### src/rtl/alu_seq_responder.sv
// alu_seq_responder: handshaked 8-bit ALU responder; shifts iterate one bit per clock,
// all other ops complete in a single compute cycle.
module alu_seq_responder #(
    parameter int WIDTH = 8,
    parameter int CNT_W = 16
) (
    input  logic             clk,
    input  logic             rst_n,
    input  logic             req_valid,
    output logic             req_ready,
    input  logic [WIDTH-1:0] req_a,
    input  logic [WIDTH-1:0] req_b,
    input  logic [3:0]       req_op,
    output logic             rsp_valid,
    input  logic             rsp_ready,
    output logic [WIDTH-1:0] rsp_data,
    output logic             rsp_zero,
    output logic             rsp_err,
    output logic             busy,
    output logic [CNT_W-1:0] ops_done
);
    localparam int SHAMT_W = $clog2(WIDTH);

    typedef enum logic [1:0] {IDLE, SHIFT, RESP} state_t;

    state_t             state, state_nxt;
    logic [WIDTH-1:0]   acc, alu_res, step_res;
    logic [SHAMT_W-1:0] cnt, shamt;
    logic [3:0]         op_q;
    logic               accept, done, alu_err, go_shift, last_step;

    assign shamt     = req_b[SHAMT_W-1:0];
    assign accept    = req_valid && req_ready;
    assign done      = rsp_valid && rsp_ready;
    assign go_shift  = (req_op >= 4'd2) && (req_op <= 4'd4) && (shamt != '0);
    assign last_step = cnt == SHAMT_W'(1);
    assign req_ready = state == IDLE;
    assign rsp_valid = state == RESP;
    assign busy      = state != IDLE;

    always_comb begin
        alu_res = '0;
        alu_err = 1'b0;
        case (req_op)
            4'd0: alu_res = req_a + req_b;
            4'd1: alu_res = req_a - req_b;
            4'd2: alu_res = req_a << shamt;
            4'd3: alu_res = $signed(req_a) >>> shamt;
            4'd4: alu_res = req_a >> shamt;
            4'd5: alu_res = req_a & req_b;
            4'd6: alu_res = req_a | req_b;
            4'd7: alu_res = req_a ^ req_b;
            4'd8: alu_res[0] = req_a == req_b;
            default: alu_err = 1'b1;
        endcase
    end

    // One bit position per cycle; arithmetic right replicates the sign bit
    assign step_res = (op_q == 4'd2) ? {acc[WIDTH-2:0], 1'b0} :
                      (op_q == 4'd3) ? {acc[WIDTH-1], acc[WIDTH-1:1]} :
                                       {1'b0, acc[WIDTH-1:1]};

    always_comb begin
        state_nxt = state;
        case (state)
            IDLE:    state_nxt = accept ? (go_shift ? SHIFT : RESP) : IDLE;
            SHIFT:   state_nxt = last_step ? RESP : SHIFT;
            RESP:    state_nxt = rsp_ready ? IDLE : RESP;
            default: state_nxt = IDLE;
        endcase
    end

    always_ff @(posedge clk or negedge rst_n) begin
        if (!rst_n) state <= IDLE;
        else        state <= state_nxt;
    end

    always_ff @(posedge clk or negedge rst_n) begin
        if (!rst_n) begin
            acc      <= '0;
            cnt      <= '0;
            op_q     <= '0;
            rsp_data <= '0;
            rsp_zero <= 1'b0;
            rsp_err  <= 1'b0;
            ops_done <= '0;
        end else begin
            if (accept) begin
                acc  <= req_a;
                cnt  <= shamt;
                op_q <= req_op;
                if (!go_shift) begin
                    rsp_data <= alu_res;
                    rsp_zero <= alu_res == '0;
                    rsp_err  <= alu_err;
                end
            end
            if (state == SHIFT) begin
                acc <= step_res;
                cnt <= cnt - SHAMT_W'(1);
                if (last_step) begin
                    rsp_data <= step_res;
                    rsp_zero <= step_res == '0;
                    rsp_err  <= 1'b0;
                end
            end
            if (done) ops_done <= ops_done + CNT_W'(1);
        end
    end
endmodule

### config.mk
export PLATFORM = sky130hd
export DESIGN_NAME = alu_seq_responder
export DESIGN_NICKNAME = d
export VERILOG_FILES = /design/src/rtl/alu_seq_responder.sv
export SDC_FILE = /design/constraint.sdc
export NUM_CORES = 1
export LEC_CHECK = 0
export CAP_MARGIN = 20
export CORE_UTILIZATION = 40
export DETAILED_ROUTE_END_ITERATION = 7
export GPL_TIMING_DRIVEN = 1
export HOLD_SLACK_MARGIN = 0.15
export PLACE_DENSITY = 0.71
export SLEW_MARGIN = 20
export SYNTH_ARGS = -nofsm -noshare
export SYNTH_HDL_FRONTEND = slang
export SYNTH_SLANG_ARGS = --single-unit
### constraint.sdc
create_clock -name clk -period 1.75 [get_ports clk]
set_input_delay 0.4375 -clock clk [delete_from_list [all_inputs] [get_ports clk]]
set_output_delay 0.4375 -clock clk [all_outputs]
set_load 0.02 [all_outputs]
==> results by group, run 1 <==
Layout
  – Fin area: 6362 um^2
  – Area Overhead vs Synth: 58.86%
  – Layout cells sized above 1: between 40 and 50%
  – Final net count: 690
  – Ant diodes: 0
  – Number of fill cells in the layout: 803

Route
  – Initial DRC count: around 270
  – Antenna-violating nets left: 0
  – DR vias: approximately 4300
  – WL final: about 14 mm
  – Drt pass-1 iters: 4
  – Avg Vias per Cell: 5.644
  – DRC viols: 0
  – Avg WL per Cell: 18.26 um

STA
  – Final number of setup-violating endpoints: 9
  – Pins Over Slew Limit: 0
  – Rel. slew slack: 60.68%
  – F_max: 453.5 MHz
  – Crit path time final: 2.205 ns
  – Final Cycle Share: 126.0%
  – Final WS setup: -0.4552 ns
  – Worst Clk Skew: 0.005849 ns
  – Fin. Hold Viols: 0
  – Unrepaired setup endpoints after global routing: true
  – Worst slew pin tran: 0.5859 ns

Floorplan
  – Die area: 10420 um^2
  – Row count: 36
  – Starting Density: 41.17%
  – Core area: 9729 um^2
  – Die H: 102.1 um
  – Die width: 102.1 um
  – I/O pin cnt: 53

Synthesis
  – Avg Inst Size Synth: between 8 and 9 um^2
  – Synth top area cells: dfrtp_1 (27%), ha_1 (8.7%), o21ai_0 (4.7%)
  – Synthesized flop and latch total: 43
  – Cells after Synth: 461
  – Top_reg_cell synth: dfrtp_1
  – Async S/R FF share, synth: 100.0%
  – Yosys top cell by area: dfrtp_1
  – Synth Cell Area: between 4000 and 5000 um^2
  – Top-area cell type share of the netlist area: between 20% and 30%
  – Post-Syn Nets: 515
  – Netlist cell types: 72
  – Post-synth EDFFs: 0
  – Register area share after synthesis: 26.87%
  – Synth Warn #: 0
  – Top-count cell post-synth: nand2_1
  – Top cell types by occurrence after synthesis: nand2_1 (46), dfrtp_1 (43), o21ai_0 (38), ha_1 (28), inv_1 (28)

Pwr
  – Maximum VDD drop: 0.0009857 V
  – PwrDens: 826.1 nW/um^2
  – Leakage: approximately 3 nW

Clock tree
  – Root Driver: clkbuf_8
  – Clock Sinks: 43
  – Clk pin slew, worst setup/hold paths: 0.08 ns
  – Clk buf depth: 2
  – Clk Latency, worst-skew pair: 0.30 ns
  – CTS tree: yes
  – Max H-tree Level: 2
  – CTS Buf Count: 5

Setup path
  – Critical Path Source: req_a[0]
  – R2R Path End: rsp_zero$_DFF_PN0_
  – CP Max Fanout: 4
  – Critical Path RT: 1.94 ns
  – Critical Path End Type: flip-flop
  – Worst setup SP type: input port
  – Flop-to-flop setup slack: -0.09 ns
  – Worst setup endpoint: rsp_zero$_DFF_PN0_
  – Reg2reg path depth: 7
  – FF-to-FF Start: op_q[0]$_DFFE_PN0P_
  – CP arrival: 2.40 ns
  – Crit Path Category: in2reg

Status
  – Failing checks: negative setup slack
  – Status: finished with violations

GRT
  – Initial antenna violation count: 0
  – GRT overflow: 0
  – Global-route wire length before repair: 22.06 mm
  – Largest net degree at the start of global routing: 26
  – Gr usage total: 27.45%
  – Vias in the first global route: 4349

Placement
  – DP HPWL: between 10 and 15 mm
  – PortBufs: 52
  – Final GP Congestion: 0.9950
  – Cell area after placement: 5600 um^2
  – Pre-CTS setup slack: -1.347 ns

Worst hold path
  – Hold depth: 1
  – Worst hold path class: reg2reg

Run
  – Number of max-cap violations: 0
## flip-flops by register name, summed over array words and instances (netlist names)
register,flops
rsp_zero,1
rsp_data,8
rsp_err,1
cnt,3
acc,8
op_q,4
ops_done,16
state,2
## report_power, final
| group | switching, W | internal (W) |
|---|---|---|
| logic | 0.00154 | 0.00143 |
| clock network | 0.000344 | 0.000279 |
| registers | 0.000324 | 0.00134 |
| total | 0.00220 | 0.00305 |
## cell type report
type | instances | area (um^2) | share of cell area [%]
clock buffers | 6 | 72.57 | 1.141
clock inverters | 2 | 12.51 | 0.1967
inverters | 28 | 125.1 | 1.967
multi-input cells | 366 | 3209 | 50.44
flip-flops and latches | 43 | 1076 | 16.91
well taps | 133 | 166.4 | 2.616
repair buffers | 192 | 1700 | 26.73
## cells in the final DEF (no fill, tap or decap), drive strengths merged, types with 4 or more instances in the layout
master / Yosys / layout
nand3: 18 / 18
nor2: 25 / 25
a21oi: 20 / 20
nor4b: 5 / 5
nand4: 5 / 5
o22ai: 6 / 6
dlymetal6s2s: 0 / 11
ha: 28 / 28
mux2: 12 / 12
dfrtp: 43 / 43
o21ai: 42 / 42
mux2i: 17 / 17
a31oi: 4 / 4
or4: 4 / 4
and2: 4 / 4
dlygate4sd2: 0 / 19
nand2: 46 / 46
inv: 28 / 28
nor4: 4 / 4
xnor2: 13 / 13
nand2b: 15 / 15
clkdlybuf4s50: 0 / 4
o211ai: 10 / 10
clkbuf: 12 / 11
mux4: 6 / 6
nor2b: 7 / 7
and3: 7 / 7
a211oi: 5 / 5
nor3: 8 / 8
a22oi: 7 / 7
buf: 12 / 148
## critical path, stage by stage
cell	delay, ns
buf_12	0.10
inv_12	0.03
ha_4	0.15
fa_2	0.34
buf_4	0.15
nor2_4	0.12
o31ai_4	0.09
o221a_2	0.28
o2111a_1	0.29
nand4_1	0.12
nor3_2	0.05
a31o_1	0.23
## cells by family after synthesis
family	synth area share, %
simple gates	22.24
compound gates	21.03
xor+xnor	3.499
fa+ha+maj	9.747
mux	11.00
buf+inv	5.623
flops	26.87
## worst min-delay path by stage
stage | startpoint | to | slack [ns]
floorplan | rst_n | acc[0]$_DFFE_PN0P_ | 0.14
finish | ops_done[12]$_DFFE_PN0P_ | ops_done[12]$_DFFE_PN0P_ | 0.48
global route | ops_done[12]$_DFFE_PN0P_ | ops_done[12]$_DFFE_PN0P_ | 0.51
detailed placement | rst_n | ops_done[6]$_DFFE_PN0P_ | 0.41
global placement | rst_n | ops_done[6]$_DFFE_PN0P_ | 0.41
CTS | ops_done[12]$_DFFE_PN0P_ | ops_done[12]$_DFFE_PN0P_ | 0.49
## per-stage QoR
stage / std cells / setup TNS (ns) / util [%] / power [W] / hold slack (ns)
2_1_floorplan: 461 / -2.580 / - / 0.003100 / 0.1419
3_3_place_gp: 738 / -12.99 / 57.56 / 0.004303 / 0.4057
3_5_place_dp: 738 / -13.78 / 57.56 / 0.004390 / 0.4103
4_1_cts: 764 / -3.768 / 62.82 / 0.005136 / 0.4894
6_report: 770 / -2.734 / 65.39 / 0.005256 / 0.4807
5_1_grt: 770 / -3.243 / 65.39 / 0.005600 / 0.5068
## per-layer routing
metal | GRT usage, % | vias up | part of all wire [%]
li1 | - | 2041 | -
met2 | 48.63 | 164 | 50
met1 | 34.26 | 2112 | 41
met5 | 0 | - | 0
met3 | 3.146 | 29 | 5.9
met4 | 10.22 | 0 | 2.9
## repair_timing
item / 4_1_cts / 5_1_grt
pin swaps: 51 / 33
setup endpoints to repair: 29 / 23
hold endpoints to repair: 18 / 0
gates resized for setup: 149 / 74
cloned: 1 / 1
buffers inserted: 19 / 9
hold buffers: 1 / 0
Note: power is estimated with default switching activity, not from simulation.
==> inputs of run 2 (changes only) <==
Settings changed: CORE_ASPECT_RATIO set to 1.2.
==> run 2 against run 1 <==
Compared with the run above: the run still ends with negative setup slack left; clock power increased by 50%; die area about the same; sequential share of layout area decreased by 0.21 points; sequential power about the same; final cell count increased by 0.26%; global-route usage decreased by 0.81 points; total power increased by 7.4%; combinational power increased by 2%; sequential cell count unchanged; count of clock-buffer cells in the layout decreased by 1; routed wire length increased by 1.2%.
==> results by group, run 2 (same netlist as run 1, synthesis figures left out) <==
Status
  – Status: finished with violations (unchanged)
  – Failing checks: negative setup slack (unchanged)

Pwr
  – Maximum VDD drop: 0.001069 V (was 0.0009857 V)
  – Clock share of power: 16.5% (was 11.9%)
  – Power share of the combinational group: 53.8% (was 56.5%)
  – Leakage: 3.030 nW (was 2.995 nW)
  – Switching pwr: 0.002298 W (was 0.002204 W)
  – PwrDens: 875.6 nW/um^2 (was 826.1 nW/um^2)
  – Flop pwr share: 29.7% (was 31.7%)
  – Sw Share: 40.69% (was 41.93%)
  – Internal Power: 0.003350 W (was 0.003052 W)
  – Pwr Total: 0.005648 W (was 0.005256 W)

Layout
  – Most frequent cells in the layout: buf_4 (127), nand2_1 (42), dfrtp_1 (42) (was buf_4 (115), dfrtp_1 (43), nand2_1 (42))
  – Area of the multi-input gates: 3187 um^2 (was 3209 um^2)
  – Ant diodes: 0 (unchanged)
  – Register area: 1077 um^2 (was 1076 um^2)
  – Layout cells sized above 1: 45.30% (was 43.49%)
  – Commonest non-fill, non-tap cell in the layout: buf_4 (unchanged)
  – Largest regs: ops_done (16), acc (8), rsp_data (8) (unchanged)
  – Final net count: 702 (was 690)
  – Area Overhead vs Synth: 61.04% (was 58.86%)
  – Largest Register: ops_done (unchanged)
  – Core Util, Final: 67.10% (was 65.39%)
  – Max reg flops: 16 (unchanged)
  – Number of fill cells in the layout: 733 (was 803)
  – Final Non-Filler Cells: 772 (was 770)

Route
  – WL final: 14.23 mm (was 14.06 mm)
  – DR vias: 4460 (was 4346)
  – Antenna-violating nets left: 0 (unchanged)
  – Initial DRC count: 275 (was 265)
  – Drt pass-1 iters: 7 (was 4)
  – Avg WL per Cell: 18.43 um (was 18.26 um)
  – DRC viols: 0 (unchanged)
  – Avg Vias per Cell: 5.777 (was 5.644)

Setup path
  – Critical Path End Type: flip-flop (unchanged)
  – Critical Path RT: 1.98 ns (was 1.94 ns)
  – CP Max Fanout: 3 (was 4)
  – CP arrival: 2.36 ns (was 2.40 ns)
  – Worst setup SP type: input port (unchanged)
  – Reg2reg path depth: 6 (was 7)
  – Crit Path Category: in2reg (unchanged)

Clock tree
  – CTS Buf Count: 5 (unchanged)
  – Root Driver: clkbuf_16 (was clkbuf_8)
  – Max H-tree Level: 2 (unchanged)
  – Clk buf depth: 2 (unchanged)
  – CTS tree: yes (unchanged)
  – Clk Latency, worst-skew pair: 0.29 ns (was 0.30 ns)
  – Clk pin slew, worst setup/hold paths: 0.07 ns (was 0.08 ns)
  – Clock Sinks: 43 (unchanged)

STA
  – Sum Neg Setup Slack: -2.726 ns (was -2.734 ns)
  – Final Cycle Share: 121.7% (was 126.0%)
  – Worst slew pin tran: 0.5420 ns (was 0.5859 ns)
  – Hold Slack: 0.2163 ns (was 0.4807 ns)
  – Final number of setup-violating endpoints: 9 (unchanged)
  – Pins Over Slew Limit: 0 (unchanged)
  – F_max: 469.7 MHz (was 453.5 MHz)
  – Crit path time final: 2.129 ns (was 2.205 ns)
  – Fin. Hold Viols: 0 (unchanged)
  – Rel. slew slack: 63.62% (was 60.68%)
  – Final WS setup: -0.3792 ns (was -0.4552 ns)
  – Worst Clk Skew: 0.005252 ns (was 0.005849 ns)
  – Unrepaired setup endpoints after global routing: true (unchanged)

Floorplan
  – Die H: 111.6 um (was 102.1 um)
  – Die width: 93.35 um (was 102.1 um)
  – Row count: 39 (was 36)
  – Die area: 10420 um^2 (about the same)
  – Core area: 9613 um^2 (was 9729 um^2)
  – Starting Density: 41.66% (was 41.17%)
  – I/O pin cnt: 53 (unchanged)

Placement
  – PortBufs: 52 (unchanged)
  – Final GP Congestion: 0.9971 (was 0.9950)
  – Inst Count DP: 730 (was 738)
  – DP HPWL: 10.22 mm (was 10.45 mm)

GRT
  – Gr usage total: 26.64% (was 27.45%)
  – Initial antenna violation count: 0 (unchanged)
  – GRT overflow: 0 (unchanged)
  – Global-route wire length before repair: 21.85 mm (was 22.06 mm)
  – Vias in the first global route: 4412 (was 4349)
  – Largest net degree at the start of global routing: 44 (was 26)

Run
  – Number of max-cap violations: 0 (unchanged)

Worst hold path
  – Worst hold path class: in2async (was reg2reg)
==> run 2: changes by cell type in the layout (fill, tap and decap cells not counted), moves of 5 or more <==
cell             change
dlygate4sd2_1        -7
clkdlybuf4s50_1      +8
clkbuf_8             -5
clkbuf_16            +5
buf_6                +6
buf_4               +12
==> run 2: what timing repair did <==
item | in CTS | in global routing
resized for setup | 159 | 69
pin swaps | 55 | 40
gates cloned | 1 | 1
endpoints found under the hold margin | 0 | 0
hold buffers | 0 | 0
setup endpoints to repair | 23 | 30
buffers inserted | 24 | 14
==> run 2: worst max-delay path, stage by stage <==
cell and delay [ns]:
buf_12 0.10, inv_12 0.03, ha_4 0.15, fa_2 0.35, mux2i_1 0.15, mux2_2 0.34
o211ai_1 0.17, o2111a_1 0.24, nand4_1 0.11, nor3_2 0.13, a31o_1 0.15
==> run 2: layout make-up <==
| type | count | area share, % |
|---|---|---|
| Clock buffer | 5 | 1.940 |
| Clock inverter | 3 | 0.3686 |
| Inverter | 28 | 1.940 |
| Multi-Input combinational cell | 366 | 49.41 |
| Sequential cell | 43 | 16.70 |
| Tap cell | 123 | 2.386 |
| Timing Repair Buffer | 204 | 27.26 |
==> run 2: per-layer routing <==
| metal | share of wire (%) | vias up | GRT usage [%] |
|---|---|---|---|
| met2 | 51 | 183 | 47.16 |
| met1 | 38 | 2135 | 30.29 |
| li1 | - | 2076 | - |
| met4 | 5.8 | 0 | 15.18 |
| met5 | 0 | - | 0 |
| met3 | 5.3 | 66 | 3.620 |
==> run 2: through the flow <==
step | setup WS, ns | cell area [um^2]
final | -0.3792 | 6450
after global routing | -0.5482 | 6450
after CTS | -0.5928 | 6173
after detailed placement | -1.254 | 5590
after global placement | -1.228 | 5590
after floorplan | -0.4671 | 4178
==> run 2: path summary, 6_finish.rpt <==
kind                                          start                        to  slack (ns)
max                                        req_a[0]        rsp_zero$_DFF_PN0_       -0.38
min reg2reg                ops_done[15]$_DFFE_PN0P_  ops_done[15]$_DFFE_PN0P_        0.47
min                                           rst_n   ops_done[4]$_DFFE_PN0P_        0.22
min in group clk           ops_done[15]$_DFFE_PN0P_  ops_done[15]$_DFFE_PN0P_        0.47
max in group asynchronous                     rst_n        state[0]$_DFF_PN0_        1.12
max reg2reg                     op_q[0]$_DFFE_PN0P_        rsp_zero$_DFF_PN0_       -0.03
==> run 2: power by group through the flow <==
stage	registers [W]	logic, W	clock network [W]
4_1_cts	0.00166	0.00292	0.000953
5_1_grt	0.00172	0.00326	0.000984
3_5_place_dp	0.00166	0.00272	0
3_3_place_gp	0.00164	0.00267	0
6_report	0.00168	0.00304	0.000933
2_1_floorplan	0.00179	0.00131	0
